===== config.mk =====
export PLATFORM = sky130hd
export DESIGN_NAME = red_pitaya_asg_sweep
export DESIGN_NICKNAME = d
export VERILOG_FILES = /design/src/rtl/red_pitaya_asg_sweep_pkg.sv /design/src/rtl/red_pitaya_asg_sweep_tick.sv /design/src/rtl/red_pitaya_asg_sweep.sv
export SDC_FILE = /design/constraint.sdc
export NUM_CORES = 1
export LEC_CHECK = 0
export CORE_ASPECT_RATIO = 0.5
export CORE_UTILIZATION = 58
export CTS_CLUSTER_SIZE = 30
export DETAILED_ROUTE_END_ITERATION = 10
export GPL_TIMING_DRIVEN = 0
export PLACE_DENSITY_LB_ADDON = 0.25
export SETUP_SLACK_MARGIN = 0.3
export SYNTH_ARGS = -nofsm -noshare
export SYNTH_HDL_FRONTEND = slang
export SYNTH_SLANG_ARGS = --single-unit

===== constraint.sdc =====
create_clock -name dac_clk_i -period 6.2 [get_ports dac_clk_i]
set_input_delay 1.55 -clock dac_clk_i [delete_from_list [all_inputs] [get_ports dac_clk_i]]
set_output_delay 1.55 -clock dac_clk_i [all_outputs]
set_load 0.03 [all_outputs]

===== src/rtl/red_pitaya_asg_sweep_pkg.sv =====
// Shared types and constants for the ASG phase-step sweep generator.
//   - swp_state_e : sweep FSM states
//   - SWP_*       : sweep mode encodings for set_mode_i
//   - SWP_RSZ / SWP_STEP_W : default buffer address width and matching step width
package red_pitaya_asg_sweep_pkg;

  localparam int SWP_RSZ    = 14;
  localparam int SWP_STEP_W = SWP_RSZ + 16;

  localparam logic [1:0] SWP_ONCE = 2'd0;
  localparam logic [1:0] SWP_SAW  = 2'd1;
  localparam logic [1:0] SWP_TRI  = 2'd2;

  typedef enum logic [1:0] {
    ST_IDLE = 2'd0,
    ST_RUN  = 2'd1,
    ST_HOLD = 2'd2
  } swp_state_e;

endpackage


===== src/rtl/red_pitaya_asg_sweep_tick.sv =====
// Update-interval timer for the sweep generator: a 32-bit reloadable
// down-counter. tick_o is high for the cycle in which the counter sits at
// zero while running; on that edge the counter reloads reload_val_i.
//   clk_i, rst_i   : clock, synchronous active-high reset
//   clr_i          : force counter to zero (highest priority after reset)
//   load_i         : load load_val_i (start of a sweep)
//   run_i          : count down / reload while high, hold otherwise
//   load_val_i     : value taken on load_i
//   reload_val_i   : value taken when the counter expires
//   tick_o         : update strobe
module red_pitaya_asg_sweep_tick (
  input  logic        clk_i,
  input  logic        rst_i,
  input  logic        clr_i,
  input  logic        load_i,
  input  logic        run_i,
  input  logic [31:0] load_val_i,
  input  logic [31:0] reload_val_i,
  output logic        tick_o
);

  logic [31:0] cnt_q;
  logic [31:0] cnt_d;

  assign tick_o = run_i && (cnt_q == 32'd0);

  always_comb begin
    // NOTE: default assignment first, so every path drives cnt_d and no latch is inferred.
    cnt_d = cnt_q;
    if (clr_i) begin
      cnt_d = 32'd0;
    end else if (load_i) begin
      cnt_d = load_val_i;
    end else if (run_i) begin
      cnt_d = (cnt_q == 32'd0) ? reload_val_i : cnt_q - 32'd1;
    end
  end

  always_ff @(posedge clk_i) begin
    // NOTE: sequential state uses non-blocking assignments so all registers see pre-edge values.
    if (rst_i) cnt_q <= 32'd0;
    else       cnt_q <= cnt_d;
  end

endmodule


===== src/rtl/red_pitaya_asg_sweep.sv =====
// Phase-step sweep generator feeding one ASG channel's step input.
// Moves step_o linearly from start to stop at a programmable update rate,
// in one-shot, sawtooth or triangle mode. All logic in the DAC clock domain.
//   dac_clk_i, dac_rst_i : clock, synchronous active-high reset
//   set_en_i             : sweep enable; low forces IDLE (step_o tracks start)
//   set_start_i/stop_i   : sweep end points (unsigned, 16 fractional bits)
//   set_inc_i            : increment magnitude per update
//   set_div_i            : update interval minus one, in clocks
//   set_mode_i           : 0/3 one-shot, 1 sawtooth, 2 triangle
//   trig_i               : start / restart pulse
//   step_o               : registered step value to the channel
//   upd_o, wrap_o        : pulses aligned with the step_o change they describe
//   busy_o               : high while sweeping
module red_pitaya_asg_sweep
  import red_pitaya_asg_sweep_pkg::*;
#(
  parameter int RSZ = SWP_RSZ
) (
  input  logic              dac_clk_i,
  input  logic              dac_rst_i,
  input  logic              set_en_i,
  input  logic [RSZ+15:0]   set_start_i,
  input  logic [RSZ+15:0]   set_stop_i,
  input  logic [RSZ+15:0]   set_inc_i,
  input  logic [31:0]       set_div_i,
  input  logic [1:0]        set_mode_i,
  input  logic              trig_i,
  output logic [RSZ+15:0]   step_o,
  output logic              upd_o,
  output logic              wrap_o,
  output logic              busy_o
);

  localparam int SW = RSZ + 16;

  swp_state_e     state_q;
  logic [SW-1:0]  step_q;
  logic           upd_q;
  logic           wrap_q;
  logic           busy_q;
  logic           dir_q;      // 1 = counting up
  logic           ret_q;      // triangle return leg: target is start
  logic           rld_q;      // sawtooth: next update reloads start

  // Shadow copies taken at trigger; RUN ignores live set_* changes.
  logic [SW-1:0]  start_q;
  logic [SW-1:0]  stop_q;
  logic [SW-1:0]  inc_q;
  logic [31:0]    div_q;
  logic [1:0]     mode_q;

  logic           tick;
  logic [SW-1:0]  tgt_d;
  logic [SW:0]    sum_d;
  logic [SW-1:0]  nxt_d;
  logic           end_d;

  red_pitaya_asg_sweep_tick u_tick (
    .clk_i        (dac_clk_i),
    .rst_i        (dac_rst_i),
    .clr_i        (~set_en_i),
    .load_i       (set_en_i & trig_i),
    .run_i        (state_q == ST_RUN),
    .load_val_i   (set_div_i),
    .reload_val_i (div_q),
    .tick_o       (tick)
  );

  // Next-step arithmetic one bit wider than the step so the up sum cannot
  // overflow and a down result below zero shows up as the borrow bit.
  // Reaching the target exactly ends the leg in either direction, so a
  // triangle return leg landing on start wraps on that same update.
  always_comb begin
    tgt_d = ret_q ? start_q : stop_q;
    if (dir_q) begin
      sum_d = {1'b0, step_q} + {1'b0, inc_q};
      end_d = (sum_d >= {1'b0, tgt_d});
    end else begin
      sum_d = {1'b0, step_q} - {1'b0, inc_q};
      end_d = sum_d[SW] || (sum_d <= {1'b0, tgt_d});
    end
    nxt_d = end_d ? tgt_d : sum_d[SW-1:0];
  end

  always_ff @(posedge dac_clk_i) begin
    if (dac_rst_i) begin
      state_q <= ST_IDLE;
      step_q  <= '0;
      upd_q   <= 1'b0;
      wrap_q  <= 1'b0;
      busy_q  <= 1'b0;
      dir_q   <= 1'b1;
      ret_q   <= 1'b0;
      rld_q   <= 1'b0;
      start_q <= '0;
      stop_q  <= '0;
      inc_q   <= '0;
      div_q   <= '0;
      mode_q  <= SWP_ONCE;
    end else begin
      upd_q  <= 1'b0;
      wrap_q <= 1'b0;
      if (!set_en_i) begin
        state_q <= ST_IDLE;
        step_q  <= set_start_i;
        busy_q  <= 1'b0;
      end else if (trig_i) begin
        // Same action from IDLE, RUN (restart) and HOLD.
        start_q <= set_start_i;
        stop_q  <= set_stop_i;
        inc_q   <= set_inc_i;
        div_q   <= set_div_i;
        mode_q  <= set_mode_i;
        step_q  <= set_start_i;
        dir_q   <= (set_stop_i >= set_start_i);
        ret_q   <= 1'b0;
        rld_q   <= 1'b0;
        state_q <= ST_RUN;
        busy_q  <= 1'b1;
      end else begin
        case (state_q)
          ST_IDLE: step_q <= set_start_i;
          ST_RUN: begin
            if (tick) begin
              upd_q <= 1'b1;
              if (rld_q) begin
                step_q <= start_q;
                rld_q  <= 1'b0;
              end else begin
                step_q <= nxt_d;
                if (end_d) begin
                  case (mode_q)
                    SWP_SAW: begin
                      wrap_q <= 1'b1;
                      rld_q  <= 1'b1;
                    end
                    SWP_TRI: begin
                      // Forward leg flips toward start; return leg flips back and wraps.
                      dir_q  <= ~dir_q;
                      ret_q  <= ~ret_q;
                      wrap_q <= ret_q;
                    end
                    default: begin
                      wrap_q  <= 1'b1;
                      state_q <= ST_HOLD;
                      busy_q  <= 1'b0;
                    end
                  endcase
                end
              end
            end
          end
          default: ; // HOLD: step_o frozen until re-trigger or disable
        endcase
      end
    end
  end

  assign step_o = step_q;
  assign upd_o  = upd_q;
  assign wrap_o = wrap_q;
  assign busy_o = busy_q;

endmodule


Word level (Yosys, flattened, before mapping)

Cells that the tools add are included.

Bits in registers: 194
Bits of input ports: 128
Output and inout port bits: 33
Word-level logic and storage cells: 101

Add/sub/neg operators: 3
Magnitude comparators: 3
Equality and inequality tests: 7
Muxes and demuxes: 44
Bitwise gates (word level): 9
Reduce and logical (&&, ||, !) cells: 20

Operator list:

| operator              | count |
|---|---|
| $mux 30               | 7 |
| $mux 32               | 3 |
| $pmux 30 s2           | 1 |
| $mux 1                | 33 |
| $logic_not 32->1      | 1 |
| $sub 32x1->32 const B | 1 |
| $add 30x30->31        | 1 |
| $ge 31x30->1          | 1 |
| $le 31x30->1          | 1 |
| $sub 30x30->31        | 1 |
| $ge 30x30->1          | 1 |
| $reduce_and 5->1      | 2 |
| $reduce_bool 2->1     | 5 |
| $not 1->1             | 8 |
| $reduce_or 7->1       | 1 |
| $reduce_and 6->1      | 1 |
| $eq 2x1->1 const B    | 2 |
| $ne 4x1->1 const B    | 1 |
| $ne 4x4->1 const B    | 1 |
| $reduce_and 2->1      | 2 |
| $reduce_or 2->1       | 2 |
| $reduce_or 4->1       | 1 |
| $reduce_and 3->1      | 1 |
| $reduce_or 3->1       | 1 |
| other kinds (7)       | 7 |

Depth between registers and ports, before layout

Depth after elaboration: 10
Depth in mapped cells: 23
Depth with buffers taken out: 22

Modules after synthesis

From an unflattened synthesis, not the netlist that was laid out.

Cells, all modules: 2043
Area, all modules: 15492.4 µm²

By module, submodules not included:

| module                    | instances | cells each | area an instance (µm²) | sequential area each (µm²) |
|---|---|---|---|---|
| red_pitaya_asg_sweep      | 1         | 1714       | 13042.5                | 3223.1 |
| red_pitaya_asg_sweep_tick | 1         | 329        | 2449.8                 | 640.6 |

Least setup slack after synthesis

No wires, ideal clock.

Path type: reg-to-reg
Start point: register step_q[4], in the netlist step_o[4]
End point: register step_q[5], in the netlist step_o[5]
Setup time: 0.060 ns
Arrival time: 5.022 ns
Path slack: 1.118 ns
Cell stages (with the launch flop): 22
Period minus slack after synthesis: 5.082 ns
Path through: dfxtp_1 -> ha_1 -> buf_2 -> o211ai_1 -> a21o_1 -> a221oi_1 -> a21oi_1 -> o31a_1 -> o31ai_1 -> a311oi_1 -> xnor2_1 -> ha_1 -> nand4_1 -> nor4_1 -> o211ai_1 -> a21oi_1 -> nor3_1 -> a211oi_1 -> nor2_2 -> buf_2 -> o311ai_0 -> o311a_1

Cells in the longest elaborated chain, start to end: 10

RTL lines:

| what                   | line                        | source |
|---|---|---|
| from (decl)            | red_pitaya_asg_sweep.sv:37  | `logic [SW-1:0] step_q;` |
| from (signal assigned) | red_pitaya_asg_sweep.sv:105 | `step_q <= set_start_i;` |
| from (signal assigned) | red_pitaya_asg_sweep.sv:114 | `step_q <= set_start_i;` |
| from (signal assigned) | red_pitaya_asg_sweep.sv:122 | `ST_IDLE: step_q <= set_start_i;` |
| $sub 30x30->31         | red_pitaya_asg_sweep.sv:79  | `sum_d = {1'b0, step_q} - {1'b0, inc_q};` |
| $le 31x30->1           | red_pitaya_asg_sweep.sv:80  | `end_d = sum_d[SW] \|\| (sum_d <= {1'b0, tgt_d});` |
| $logic_or 1x1->1       | red_pitaya_asg_sweep.sv:80  |  |
| $mux 1                 | red_pitaya_asg_sweep.sv:75  | `if (dir_q) begin` |
| $mux 30 *              | red_pitaya_asg_sweep.sv:82  | `nxt_d = end_d ? tgt_d : sum_d[SW-1:0];` |
| $mux 30 *              | red_pitaya_asg_sweep.sv:126 | `if (rld_q) begin` |
| $mux 30 *              | red_pitaya_asg_sweep.sv:124 | `if (tick) begin` |
| $pmux 30 s2 *          | red_pitaya_asg_sweep.sv:121 | `case (state_q)` |
| $mux 30 *              | red_pitaya_asg_sweep.sv:107 | `end else if (trig_i) begin` |
| $mux 30 *              | red_pitaya_asg_sweep.sv:103 | `if (!set_en_i) begin` |

Every way passes the cells marked *; elsewhere a longest branch is shown, timed or not. The select of a mux whose other input is x is not followed.
A chain may end at the register's enable or synchronous reset.

Worst setup path in the final report

Start point: register ret_q
End point: register dir_q

Cells in the longest elaborated chain, start to end: 6

RTL lines:

| what                                 | line                        | source |
|---|---|---|
| from (decl)                          | red_pitaya_asg_sweep.sv:42  | `logic ret_q;` |
| from (signal assigned)               | red_pitaya_asg_sweep.sv:140 | `ret_q <= ~ret_q;` |
| $mux 30 *                            | red_pitaya_asg_sweep.sv:74  | `tgt_d = ret_q ? start_q : stop_q;` |
| $le 31x30->1                         | red_pitaya_asg_sweep.sv:80  |  |
| $logic_or 1x1->1                     | red_pitaya_asg_sweep.sv:80  |  |
| $mux 1 *                             | red_pitaya_asg_sweep.sv:75  |  |
| $reduce_bool 2->1 (no source line) * | n/a                         |  |
| $reduce_and 6->1 (no source line) *  | n/a                         |  |
| to (signal assigned)                 | red_pitaya_asg_sweep.sv:115 | `dir_q <= (set_stop_i >= set_start_i);` |
| to (signal assigned)                 | red_pitaya_asg_sweep.sv:139 | `dir_q <= ~dir_q;` |
| to (decl)                            | red_pitaya_asg_sweep.sv:41  | `logic dir_q;` |

Every way passes the cells marked *; elsewhere a longest branch is shown, timed or not.

==> results by group <==
Outcome
  – Status: finished, final reports clean

Drt
  – Via-to-Cell Ratio: around 6.4
  – Initial DRC count: around 1,900
  – Router iterations before antenna repair: 8
  – Metal-1 WL: between 20,000 and 25,000 µm
  – Total routed wirelength: roughly 55,000 µm
  – Remaining DRCs: 0
  – WL met3: about 7100 µm
  – WL/cell: 22.12 µm
  – DRT antenna net count: 0
  – Via count: between 15,000 and 20,000
  – Top Metal Used: met4
  – Met2 Wirelength: between 20,000 and 25,000 µm

Timing
  – RSZ-0062 raised after global routing: false
  – Rel. slew slack: 30.10%
  – Worst Skew: between 0.015 and 0.02 ns
  – Final Slew Violations: 0
  – Highest Clock Rate: 167.7 MHz
  – Tmin final: between 5 and 6 ns
  – Measured slew at the worst slew-check pin: about 1.0 ns
  – Final setup violation count: 0
  – Final setup TNS: 0 ns
  – Tcrit/Tclk final: between 90% and 100%
  – Final Hold Viols: 0

Clock tree
  – Clk sinks: between 150 and 200
  – CTS Buffer Depth: 2
  – Clock Latency Late Sink: 0.47 ns
  – H-tree levels: 4
  – Post-CTS Hold Buffers: 0
  – Worst-path clk slew: around 0.090 ns
  – CTS tree: yes
  – Number of buffers created by CTS: 17
  – CTS root buffer: clkbuf_16

Worst hold path
  – Endpoint, Worst Hold: stop_q[0]
  – Cells on Worst Hold Path: 2
  – Hold Path Class: reg2reg
  – Hold path startpoint: stop_q[0]

Logic synthesis
  – Seq/Total Area, Yosys: a little over a quarter
  – Post-synth cell types: just over 80
  – Avg Cell Area, Syn: about 7.5 µm²
  – Ys Warns: 0
  – Flops & latches, synth: approximately 190
  – Synth Instances: between 1,500 and 2,000
  – Post-synth EDFFs: 0
  – Mapped Nets: 2,229
  – Synth Flop Type: dfxtp_1
  – Mapped Area: 0.01454 mm²
  – Post-synthesis async set-or-reset flop share: 0%

Cells and area
  – Nets: approximately 2,400
  – Final antenna diode count: 0
  – Most common cell after layout, fill and taps aside: nand2_1
  – Commonest cells after routing, fill and taps aside: 322 x nand2_1, 277 x a21oi_1, 192 x dfxtp_1
  – Area growth from synthesis to layout: 20.03%
  – Final instance area: roughly 0.017 mm²
  – Layout cell share with drive strength beyond 1: between 6 and 7%
  – Final Util: around 72%

Power
  – Cell area power density: roughly 240 mW/mm²
  – Peak supply drop: approximately 200 µV
  – Pwr Total: a little over 4 mW
  – Leakage: between 6 and 7 nW

Global routing
  – GRT Total Usage: about 42%
  – Largest net degree at the start of global routing: 22
  – GRT overflow: 0
  – Vias in the first global route: roughly 14,000
  – Initial antenna violation count: 0
  – First-pass GRT wire length: 82,100 µm

Worst setup path
  – R2r worst-path depth: 18
  – Critical R2R Capture: dir_q
  – Worst Path Required: about 6.6 ns
  – Worst Setup Start Kind: register
  – CP endpoint kind: register
  – R2r startpoint: ret_q
  – Max FO, Critical Path: 10
  – Setup CP Type: reg2reg
  – Setup slack, reg-to-reg: roughly 0.24 ns
  – Crit path DAT: ~6.3 ns

Placement
  – Placer Congestion: 0.9956
  – Placed cell area: around 0.017 mm²
  – Port Buffers: between 150 and 200
  – HPWL Detailed: between 40,000 and 50,000 µm

Floorplanning
  – Row count: 40
  – Die Wd: 225.9 µm
  – Die H: 114.0 µm
  – Die ar.: between 0.02 and 0.03 mm²
  – Initial Util: 59.90%
  – Io pins: about 160
  – CORE AREA: around 0.024 mm²

Job
  – Total of max-cap violations: 0
[cells in the mapped netlist, drive strengths merged, types with 34 or more instances]
cell	n	area [µm²]
nand2	323	1215
ha	153	1914
clkbuf	81	307.8
nand3	34	170.2
xnor2	66	578.1
a21oi	284	1421
nor2	140	528.0
mux2i	54	540.5
nor3	42	226.5
dfxtp	193	3864
o21ai	76	380.4
inv	105	394.1
[what timing repair did]
| action | CTS | global route |
|---|---|---|
| setup endpoints to repair | 36 | 36 |
| setup buffers | 6 | 5 |
| resized for setup | 18 | 27 |
| pin swaps | 4 | 8 |
[logic make-up after synthesis]
logic type	share of synthesized area, %
and+or+nand+nor	20.28
adders and majority gates	13.44
buffers and inverters	6.196
AOI/OAI and AO/OA	24.76
xor gates and xnor gates	4.337
muxes	4.415
DFF	26.57
[how the worst max path moves through the flow]
stage,start,endpoint
finish,ret_q,dir_q
global route,inc_q[4],step_o[14]
CTS,step_o[0],step_o[15]
detailed placement,inc_q[4],step_o[5]
global placement,inc_q[4],step_o[5]
floorplan,step_o[4],step_o[5]
[per-layer routing]
layer | GRT usage (%) | vias up
met3 | 12.88 | 149
met5 | 0 | -
met1 | 56.76 | 7410
met4 | 14.42 | 0
li1 | - | 7310
met2 | 64.23 | 1008
[worst max-delay path, stage by stage (launching register included)]
cell	delay, ns
dfxtp_1	0.32
clkbuf_1	0.30
buf_1	0.78
buf_1	0.85
mux2i_1	0.64
ha_1	0.37
a211oi_1	0.24
o21bai_1	0.12
a211oi_1	0.34
o22ai_1	0.15
nor3_1	0.33
a211oi_4	0.05
buf_4	0.19
buf_4	0.16
nor3_1	0.32
clkbuf_4	0.32
nand4_1	0.11
o21ai_0	0.17
a21oi_1	0.09
[metrics by stage]
| stage | setup slack (ns) | hold slack [ns] | std cells |
|---|---|---|---|
| 6_report | 0.2362 | 0.4560 | 2484 |
| 4_1_cts | 0.3001 | 0.4565 | 2479 |
| 2_1_floorplan | 1.118 | 0.4332 | 1946 |
| 3_5_place_dp | -1.446 | 0.4457 | 2441 |
| 3_3_place_gp | -1.453 | 0.4413 | 2441 |
| 5_1_grt | 0.3067 | 0.4691 | 2484 |
[flip-flops by register name (all words and copies together) (netlist names)]
name          flops
dir_q             1
div_q            32
inc_q            30
mode_q            2
ret_q             1
rld_q             1
start_q          30
state_q           2
step_o           30
stop_q           30
u_tick.cnt_q     32
upd_o             1
wrap_o            1
[final cells by class]
type                    count  area (µm²)
clock inverters            15       185.2
clock buffers              17       425.4
inverters                 108       405.4
repair buffers            170        1674
flip-flops and latches    193        3865
fillers                  2083        6822
multi-input cells        1532        9972
well taps                 336       420.4
plain buffers             113       504.2
[power by group]
part           total (mW)  leakage [nW]  internal, mW  switching, mW
registers            1.36          1.58          1.30         0.0650
clock network        1.17         0.292         0.551          0.620
logic                1.62          5.06         0.636          0.983
No activity file was read; power rests on OpenSTA's default activity.
